$ cat config.mk
export PLATFORM = sky130hd
export DESIGN_NAME = step_pulse_gen
export DESIGN_NICKNAME = d
export VERILOG_FILES = /design/src/rtl/step_pulse_pkg.sv /design/src/rtl/cycle_timer.sv /design/src/rtl/step_pulse_gen.sv
export SDC_FILE = /design/constraint.sdc
export NUM_CORES = 1
export LEC_CHECK = 0
export CAP_MARGIN = 20
export CORE_UTILIZATION = 50
export CTS_BUF_LIST = sky130_fd_sc_hd__clkbuf_4 sky130_fd_sc_hd__clkbuf_8
export DETAILED_ROUTE_END_ITERATION = 8
export PLACE_DENSITY_LB_ADDON = 0.08
export SYNTH_ARGS = -nofsm -noshare
export SYNTH_HDL_FRONTEND = slang
export SYNTH_HIERARCHICAL = 1
export SYNTH_SLANG_ARGS = --single-unit
$ cat constraint.sdc
create_clock -name clk -period 2.57 [get_ports clk]
set_clock_uncertainty 0.15 [all_clocks]
set_input_delay 0.514 -clock clk [delete_from_list [all_inputs] [get_ports clk]]
set_output_delay 0.514 -clock clk [all_outputs]
set_load 0.02 [all_outputs]
$ cat src/rtl/step_pulse_pkg.sv
// Shared types and widths for the step pulse generator.
package step_pulse_pkg;
    localparam int STATE_W = 2;
    localparam int PCNT_W  = 8;

    typedef enum logic [STATE_W-1:0] {
        IDLE   = 2'd0,
        HOLD   = 2'd1,
        REPEAT = 2'd2
    } state_t;
endpackage

$ cat src/rtl/cycle_timer.sv
// Clearable up-counter; done is high for the one cycle the count sits at term while enabled.
module cycle_timer #(
    parameter int CNT_W = 24
) (
    input  logic             clk,
    input  logic             rst_n,
    input  logic             clr,
    input  logic             en,
    input  logic [CNT_W-1:0] term,
    output logic             done
);
    logic [CNT_W-1:0] cnt;

    assign done = en & ~clr & (cnt == term);

    // Wrapping to zero on done lets back-to-back periods run without a separate clear.
    always_ff @(posedge clk or negedge rst_n) begin
        if (!rst_n)             cnt <= '0;
        else if (clr || done)   cnt <= '0;
        else if (en)            cnt <= cnt + 1'b1;
    end
endmodule

$ cat src/rtl/step_pulse_gen.sv
// Button-to-step-enable generator for the CPU core: single step, optional auto-repeat, free run.
// Auto-repeat while held is built only when STEP_AUTOREPEAT_EN is defined.
module step_pulse_gen
    import step_pulse_pkg::*;
#(
    parameter int CNT_W         = 24,
    parameter int HOLD_CYCLES   = 5_000_000,
    parameter int REPEAT_CYCLES = 1_000_000,
    parameter int RUN_DIV       = 50_000
) (
    input  logic              clk,
    input  logic              rst_n,
    input  logic              btn_db,
    input  logic              run_mode,
    output logic              step_pulse,
    output logic              held,
    output logic [PCNT_W-1:0] press_count
);
    state_t           state;
    logic             btn_q;
    logic             run_q;
    logic             rise;
    logic             mode_chg;
    logic             trk_en;
    logic             tmr_en;
    logic             tmr_clr;
    logic             tmr_done;
    logic [CNT_W-1:0] tmr_term;

    assign rise     = btn_db & ~btn_q;
    assign mode_chg = run_mode ^ run_q;

`ifdef STEP_AUTOREPEAT_EN
    assign trk_en = (state != IDLE) & btn_db;
`else
    assign trk_en = 1'b0;
`endif

    // One timer serves run division and hold/repeat timing; idle or released step mode keeps it at zero.
    assign tmr_en   = run_mode | trk_en;
    assign tmr_clr  = mode_chg | (~run_mode & ~trk_en);
    assign tmr_term = run_mode        ? CNT_W'(RUN_DIV - 1)     :
                      (state == HOLD) ? CNT_W'(HOLD_CYCLES - 1) :
                                        CNT_W'(REPEAT_CYCLES - 1);

    cycle_timer #(.CNT_W(CNT_W)) u_timer (
        .clk   (clk),
        .rst_n (rst_n),
        .clr   (tmr_clr),
        .en    (tmr_en),
        .term  (tmr_term),
        .done  (tmr_done)
    );

    always_ff @(posedge clk or negedge rst_n) begin
        if (!rst_n) begin
            state       <= IDLE;
            btn_q       <= 1'b1;
            run_q       <= 1'b0;
            step_pulse  <= 1'b0;
            held        <= 1'b0;
            press_count <= '0;
        end else begin
            btn_q      <= btn_db;
            run_q      <= run_mode;
            step_pulse <= 1'b0;
            if (mode_chg || run_mode) begin
                state <= IDLE;
                held  <= 1'b0;
                if (!mode_chg && tmr_done) step_pulse <= 1'b1;
            end else begin
                case (state)
                    IDLE: begin
                        if (rise) begin
                            step_pulse  <= 1'b1;
                            press_count <= press_count + 1'b1;
                            state       <= HOLD;
                            held        <= 1'b1;
                        end
                    end
                    HOLD, REPEAT: begin
                        // Release takes priority over a coincident timer terminal.
                        if (!btn_db) begin
                            state <= IDLE;
                            held  <= 1'b0;
                        end
`ifdef STEP_AUTOREPEAT_EN
                        else if (tmr_done) begin
                            step_pulse  <= 1'b1;
                            press_count <= press_count + 1'b1;
                            state       <= REPEAT;
                        end
`endif
                    end
                    default: begin
                        state <= IDLE;
                        held  <= 1'b0;
                    end
                endcase
            end
        end
    end
endmodule

Word-level counts from Yosys, hierarchy flattened. Cells that the tools add are included.

Bits in registers: 38. Latch bits: 0. RAM bits: 0. Bits in read-only memories: 0. Input bits: 4. Output and inout port bits: 10. Memories kept: 0.

$add $sub $neg: 2. Multipliers: 0. Divide/modulo/power cells: 0. Order comparisons: 0. Equal/unequal tests: 5. Shift operators: 0. Muxes and demuxes: 16. Bitwise gates (word level): 9. Reductions and logical operators: 9.

Operators with widths (count): $mux W24 (2); $mux W23 (2); $add A24 B1 Y24 const B (1); $eq A24 B23 Y1 (1); $add A8 B1 Y8 const B (1); $mux W1 (7); $mux W2 (3); $ne A3 B3 Y1 const B (2); $not A1 Y1 (4); $pmux W2 S2 (1); $and A1 B1 Y1 (3); $reduce_and A3 Y1 (1); $eq A2 B1 Y1 const B (1); $eq A2 B2 Y1 const B (1); $logic_not A2 Y1 (1); $logic_or A1 B1 Y1 (2); $pmux W1 S2 (1); $reduce_and A2 Y1 (1); $reduce_bool A2 Y1 (1); $reduce_or A2 Y1 (1); $logic_and A1 B1 Y1 (1); $logic_not A1 Y1 (1); $or A1 B1 Y1 (1); $xor A1 B1 Y1 (1).

Depth between registers and ports, before layout. Gate-level depths: netlist of the first run.

Depth in word-level cells: 8. Mapped depth: 9. Gate-level depth less buffers: 8.

By module. The synthesis of the first run kept the hierarchy.

Modules (own cells, without submodules): cycle_timer (instances 1, cells each 168, area an instance 1651.6 sq um, seq. area each 600.6 sq um); step_pulse_gen (instances 1, cells each 55, area an instance 601.8 sq um, seq. area each 301.5 sq um).

Least setup slack after synthesis of the first run. No wires, ideal clock.

Path type: input to register. From: in run_mode. To: reg step_pulse. Data arrival time: 2399 ps. Slack: -43 ps. Stages on the path: 9. Path buffers: 1. Path through: nor2_1 > inv_1 > xnor2_1 > nand4_1 > nor4_1 > clkbuf_1 > and2_1 > nor3b_1 > a31o_2.

Elaborated cells between the ends (all ways): 13.

RTL lines: start: declaration (RTL line step_pulse_gen.sv:14) `input logic run_mode,`; $mux W23 (RTL line step_pulse_gen.sv:42) `assign tmr_term = run_mode ? CNT_W'(RUN_DIV - 1) :`; named net tmr_term[8] (RTL line step_pulse_gen.sv:28) `logic [CNT_W-1:0] tmr_term;`; $eq A24 B23 Y1 (RTL line cycle_timer.sv:14) `assign done = en & ~clr & (cnt == term);`; $and A1 B1 Y1 (RTL line cycle_timer.sv:14); named net tmr_done (RTL line step_pulse_gen.sv:27) `logic tmr_done;`; $logic_and A1 B1 Y1 (RTL line step_pulse_gen.sv:70) `if (!mode_chg && tmr_done) step_pulse <= 1'b1;`; $mux W1 (RTL line step_pulse_gen.sv:70); $mux W1 (RTL line step_pulse_gen.sv:67) `if (mode_chg || run_mode) begin`; end signal: assignment (RTL line step_pulse_gen.sv:66) `step_pulse <= 1'b0;`; end signal: assignment (RTL line step_pulse_gen.sv:70); end signal: assignment (RTL line step_pulse_gen.sv:75) `step_pulse <= 1'b1;`; end: declaration (RTL line step_pulse_gen.sv:15) `output logic step_pulse,`.

The timed path passes the listed nets, and every way through them passes these cells. A chain may end at the register's enable or synchronous reset.

Final worst setup path of the first run.
From: in run_mode. To: reg u_timer.cnt[22].

Cells in the longest elaborated chain, start to end: 7. Elaborated cells between the ends (all ways): 11.

RTL lines: branches (longest 7 deep; another with $eq A24 B23 Y1); end signal: assignment (RTL line cycle_timer.sv:20) `else if (en) cnt <= cnt + 1'b1;`; end: declaration (RTL line cycle_timer.sv:12) `logic [CNT_W-1:0] cnt;`.

Several ways; the timed one is not identified.

==> results_dict.tcl, run 1 <==
set metrics [dict create \
    status "complete, no violations" \
    cts_buffers 5 \
    r2r-end "u_timer/cnt[22]" \
    critPathRequiredTime_ns 2.60 \
    grt_max_degree 37 \
    vias 1810 \
    synth_top_flop_cell "dfrtp_1" \
    hold_viol_final 0 \
    die_y_um 69.1 \
    diodes 0 \
    fin_cells 313 \
    grt_overflow_total 0 \
    maxCapViolations 0 \
    synth_area_um2 2250 \
    antenna_found_initial 0 \
    hp-start "press_count[7]" \
    layout-drive-gt1-share_pct 15.3 \
    syn2layout_area_growth_pct 19.3 \
    yosysUniqueCellTypes 43 \
    grtUsageMet3_pct 4.39 \
    critPathMaxFanout 12 \
    async_flop_share_pct 100 \
    yosysTopAreaCell "dfrtp_1" \
    grt_use_total_pct 23.1 \
    clkTransAtPathRegs_ns 0.08 \
    synthTopCellsByCount "dfrtp_1, xnor2_1, nand2_1" \
    worstPathArrival_ns 2.52 \
    dp_hpwl_um 3580 \
    cpLargestDelayFamily "simple AND/OR/NAND/NOR gates" \
    rsz0062_at_grt "no" \
    dp_cells 305 \
    dieArea_um2 4780 \
    firstDrtPassIters 4 \
    finalCritPeriodShare_pct 97.0 \
    cp-start-kind "input pin" \
    path_buf_inv 1 \
    routedWlPerCell_um 16.1 \
    worst_skew_pair.late_latency_ns 0.29 \
    synth.top_cell.area_share_pct 38.9 \
    cts_sinks 36 \
    synth_edf_count 0 \
    placed_area_um2 2570 \
    use_met2_pct 38.7 \
    synth_most_common_cell "dfrtp_1" \
    finalNetCount 269 \
    postRouteAntennaNets 0 \
    fin_crit_ns 2.49 \
    slew_headroom_pct 65.8 \
    grt_pass1_wl_um 8830 \
    slew_viol_final 0 \
    cts_tree "yes" \
    yosys_register_bits 36 \
    min_path_type "flop to flop" \
    seq_area_frac_synth_pct 40.0 \
    avgSynthCellArea_um2 10.1 \
    fp-row-count 24 \
    utilization_pct 61.7 \
    vias_per_cell 5.78 \
    initial_core_util_pct 51.8 \
    initialDrtViolationCount 121 \
    cp-end-kind "flop" \
    hold_depth 1 \
    clockBufferDepth 2 \
    power_per_cell_area_nw_per_um2 498 \
    num_io_pins 14 \
    whs_endpoint "press_count[7]" \
    crit_type "input pin to flop" \
    reg2reg_slack_ns 0.24 \
    core_area_um2 4350 \
    die_w_um 69.1 \
    slowest_delay_ns 0.56 \
    busiest_layer "met2" \
    htreeDepth 2 \
    synthesis.instances 223 \
    yosys_warnings 6 \
    worst-r2r-cell-count 4 \
    clock.fmax_mhz 401 \
    drc 0 \
    root_buffer "clkbuf_8" \
    setup_viol 0 \
    gp_congestion 0.806 \
    ir_drop_mv 0.383 \
    routed_wl_um 5030 \
    ys_top_cells_by_area "dfrtp_1, xnor2_1, a221oi_1" \
    cp_cell_sequence "clkdlybuf4s50_1 -> nand4_4 -> or4_4 -> or4_1 -> a221oi_1" \
    grt_use_met1_pct 30.2 \
    leakagePower_uw 0.00105 \
    worst-slew-pin-transition_ns 0.511 \
    r2r_start "u_timer/cnt[5]" \
    cpMaxStageDelayCell "clkdlybuf4s50_1" \
    portBuffers 13 \
    grt_pass1_vias 1895 \
    final_area_um2 2690 \
]
[logic make-up after synthesis]
kind of cell	synth area share [%]
xor+xnor	15.9
fa+ha+maj	2.78
compound gates	13.7
buf+inv	5.22
other cells	0.333
flops	40.0
simple gates	21.5
mux	0.444
[metrics by stage]
step	setup WS (ns)	setup TNS (ns)	hold slack, ns	power [uW]
after global placement	-0.252	-5.17	0.304	846
after detailed placement	-0.338	-6.47	0.309	854
after global routing	0.00963	0	0.367	1400
after floorplan	0.121	0	0.0684	751
after CTS	0.0236	0	0.321	1350
final	0.0784	0	0.316	1340
[worst register-to-register path, delay by kind of cell (launching register included)]
family,cells,cell delay [ns]
simple gates,3,1.32
flops,1,0.46
compound gates,1,0.29
[how the worst max path moves through the flow]
| stage | start | to | cells after the start |
|---|---|---|---|
| CTS | run_mode | u_timer/cnt[21] | 8 |
| floorplan | run_mode | u_timer/cnt[16] | 6 |
| detailed placement | run_mode | u_timer/cnt[22] | 5 |
| global route | run_mode | u_timer/cnt[21] | 7 |
| global placement | run_mode | u_timer/cnt[22] | 5 |
| finish | run_mode | u_timer/cnt[22] | 5 |
[final cells by class]
type,count,area (um^2)
Multi-Input combinational cell,176,1290
Fill cell,367,1670
Tap cell,52,65.1
Sequential cell,36,902
Clock inverter,2,35.0
Clock buffer,6,76.3
Timing Repair Buffer,33,284
Inverter,8,30.0
[where the power goes]
group / switching [uW] / internal (uW)
Sequential: 32.9 / 595
Clock: 198 / 298
Combinational: 111 / 101
Total: 342 / 995
[placed cells by master, fill, tap and decap left out, types with 2 or more instances in the layout]
cell type,netlist,layout
dfrtp_1,35,35
xnor2_1,31,31
buf_4,1,19
nand2_1,15,15
clkdlybuf4s50_1,0,13
conb_1,2,13
nand4_1,12,12
a221oi_1,12,12
nand3_1,11,11
a211oi_1,11,11
xor2_1,10,10
o31ai_1,9,9
inv_1,8,8
or4_1,8,8
o21ai_0,5,5
ha_1,5,5
clkbuf_8,0,5
nor2_1,4,4
and3_1,3,3
or3_1,3,3
nor4_4,1,2
nor3_2,1,2
nor3_1,3,2
or4_4,2,2
and4_1,2,2
[metal layers]
metal / vias up / part of all wire [%]
met4: 0 / 0.78
met2: 22 / 50
li1: 893 / -
met3: 5 / 2.5
met5: - / 0
met1: 890 / 47
[state kept, by name, indices dropped and copies added (netlist names)]
signal,cells
run_q,1
btn_q,1
held,1
u_timer/cnt,24
press_count,8
step_pulse,1
[timing repair]
item	CTS	global route
setup buffers	0	0
hold buffers	0	0
resized for setup	0	1
pin swaps	1	1
setup endpoints to repair	1	25
Power figures use the tool's default switching activity.
==> run 2, diff against run 1 <==
--- a/config.mk
+++ b/config.mk
@@ -10,6 +10,7 @@
 export CTS_BUF_LIST = sky130_fd_sc_hd__clkbuf_4 sky130_fd_sc_hd__clkbuf_8
 export DETAILED_ROUTE_END_ITERATION = 8
 export PLACE_DENSITY_LB_ADDON = 0.08
+export SETUP_SLACK_MARGIN = 0.15
 export SYNTH_ARGS = -nofsm -noshare
 export SYNTH_HDL_FRONTEND = slang
 export SYNTH_HIERARCHICAL = 1
==> results_dict.tcl, run 2 (same netlist as run 1, synthesis figures left out) <==
set metrics [dict create \
    cpMaxStageDelayCell "or4_4" \
    crit_type "flop to flop" \
    gp_congestion 0.819 \
    clkTransAtPathRegs_ns 0.07 \
    diodes 0 \
    cts_tree "yes" \
    critPathRequiredTime_ns 2.61 \
    antenna_found_initial 0 \
    fp-row-count 24 \
    initial_core_util_pct 51.8 \
    routed_wl_um 5010 \
    grt_max_degree 37 \
    finalNetCount 267 \
    worst_skew_pair.late_latency_ns 0.29 \
    grt_overflow_total 0 \
    root_buffer "clkbuf_8" \
    final_common_cell "dfrtp_1" \
    clock.fmax_mhz 435 \
    grt_pass1_vias 1818 \
    mostFrequentLayoutCells "dfrtp_1, xnor2_1, buf_4, nand2_1, conb_1" \
    dp_cells 303 \
    portBuffers 13 \
    rsz0062_at_grt "no" \
    cts_setup_buffers 0 \
    leakagePower_uw 0.00104 \
    slew_viol_final 0 \
    die_w_um 69.1 \
    finalCritPeriodShare_pct 89.5 \
    die_y_um 69.1 \
    core_area_um2 4350 \
    ir_drop_mv 0.320 \
    cp_cell_sequence "nand2_1 -> or4_4 -> or4_1 -> a221oi_1" \
    slowest_delay_ns 0.60 \
    dp_hpwl_um 3550 \
    routedWlPerCell_um 16.1 \
    htreeDepth 2 \
    vias 1810 \
    drc 0 \
    layout-drive-gt1-share_pct 15.8 \
    cp-end-kind "flop" \
    critPathMaxFanout 10 \
    initialDrtViolationCount 148 \
    min_path_type "flop to flop" \
    setup_viol 0 \
    grt_use_total_pct 22.7 \
    syn2layout_area_growth_pct 19.3 \
    num_io_pins 14 \
    postRouteAntennaNets 0 \
    cts_buffers 5 \
    worstPathArrival_ns 2.34 \
    maxCapViolations 0 \
    grtUsageMet3_pct 4.97 \
    cp-start-kind "flop" \
    grt_pass1_wl_um 8710 \
    p_total_uw 1330 \
    fin_crit_ns 2.30 \
    top_register "u_timer/cnt" \
    largest_registers "u_timer/cnt x24, press_count x8" \
    cts_sinks 36 \
    fin_cells 311 \
    dieArea_um2 4780 \
    grt_use_met1_pct 30.1 \
    largest_reg_flops 24 \
    clockBufferDepth 2 \
    firstDrtPassIters 4 \
    busiest_layer "met2" \
    hold_viol_final 0 \
    use_met2_pct 36.9 \
    power_per_cell_area_nw_per_um2 495 \
    fill_cells 359 \
    status "complete, no violations" \
    vias_per_cell 5.82 \
]
## run 2: changes by cell type in the layout (fill, tap and decap cells not counted), sizes merged
cell / change
buf: -2
clkbuf: -1
clkdlybuf4s50: -1
clkinvlp: +1
dlygate4sd2: +1
## run 2: final timing paths
| path | startpoint | to | slack (ns) | depth (start not counted) |
|---|---|---|---|---|
| min in group asynchronous | rst_n | u_timer/cnt[19] | 0.50 | 2 |
| worst max register to register | u_timer/cnt[5] | u_timer/cnt[18] | 0.27 | 4 |
| worst max-delay path | u_timer/cnt[5] | u_timer/cnt[18] | 0.27 | 4 |
| max in group asynchronous | rst_n | btn_q | 1.43 | 2 |
| worst min-delay path | press_count[7] | press_count[7] | 0.33 | 1 |
| worst min register to register | press_count[7] | press_count[7] | 0.33 | 1 |
## run 2: stage by stage
step | hold WS, ns | area (um^2) | utilization, % | setup slack [ns] | setup TNS, ns
after floorplan | 0.0684 | 2300 | - | 0.129 | 0
after global placement | 0.305 | 2560 | 58.7 | -0.222 | -3.64
after detailed placement | 0.319 | 2560 | 58.7 | -0.273 | -5.96
after CTS | 0.330 | 2690 | 61.8 | 0.277 | 0
after global routing | 0.357 | 2690 | 61.8 | 0.160 | 0
final | 0.327 | 2690 | 61.8 | 0.269 | 0
## run 2: what timing repair did
action                     4_1_cts  5_1_grt
resized for setup                6        0
setup endpoints to repair       25        0
hold endpoints to repair         0        0
hold buffers                     0        0
## run 2: worst max-delay path: cells and delay by family, from the launching register on
family	cells	cell delay, ns
flops	1	0.48
simple gates	3	1.29
compound gates	1	0.27
## run 2: layer usage
layer	wire [um]	part of all wire, %	up-vias
li1	-	-	888
met1	2340	47	882
met2	2430	49	33
met3	169	3.4	7
met4	62	1.2	0
met5	0	0	-
## run 2: power by group
part           internal (uW)  switching, uW  total, uW
sequential               595           32.5        628
combinational            100            112        212
clock                    287            205        492
## run 2: area by class of cell
cell class | count | area [um^2] | share of cell area [%]
Multi-Input combinational cell | 176 | 1310 | 48.7
Sequential cell | 36 | 902 | 33.6
Timing Repair Buffer | 31 | 272 | 10.1
Clock buffer | 5 | 68.8 | 2.56
Tap cell | 52 | 65.1 | 2.42
Clock inverter | 3 | 42.5 | 1.58
Inverter | 8 | 30.0 | 1.12
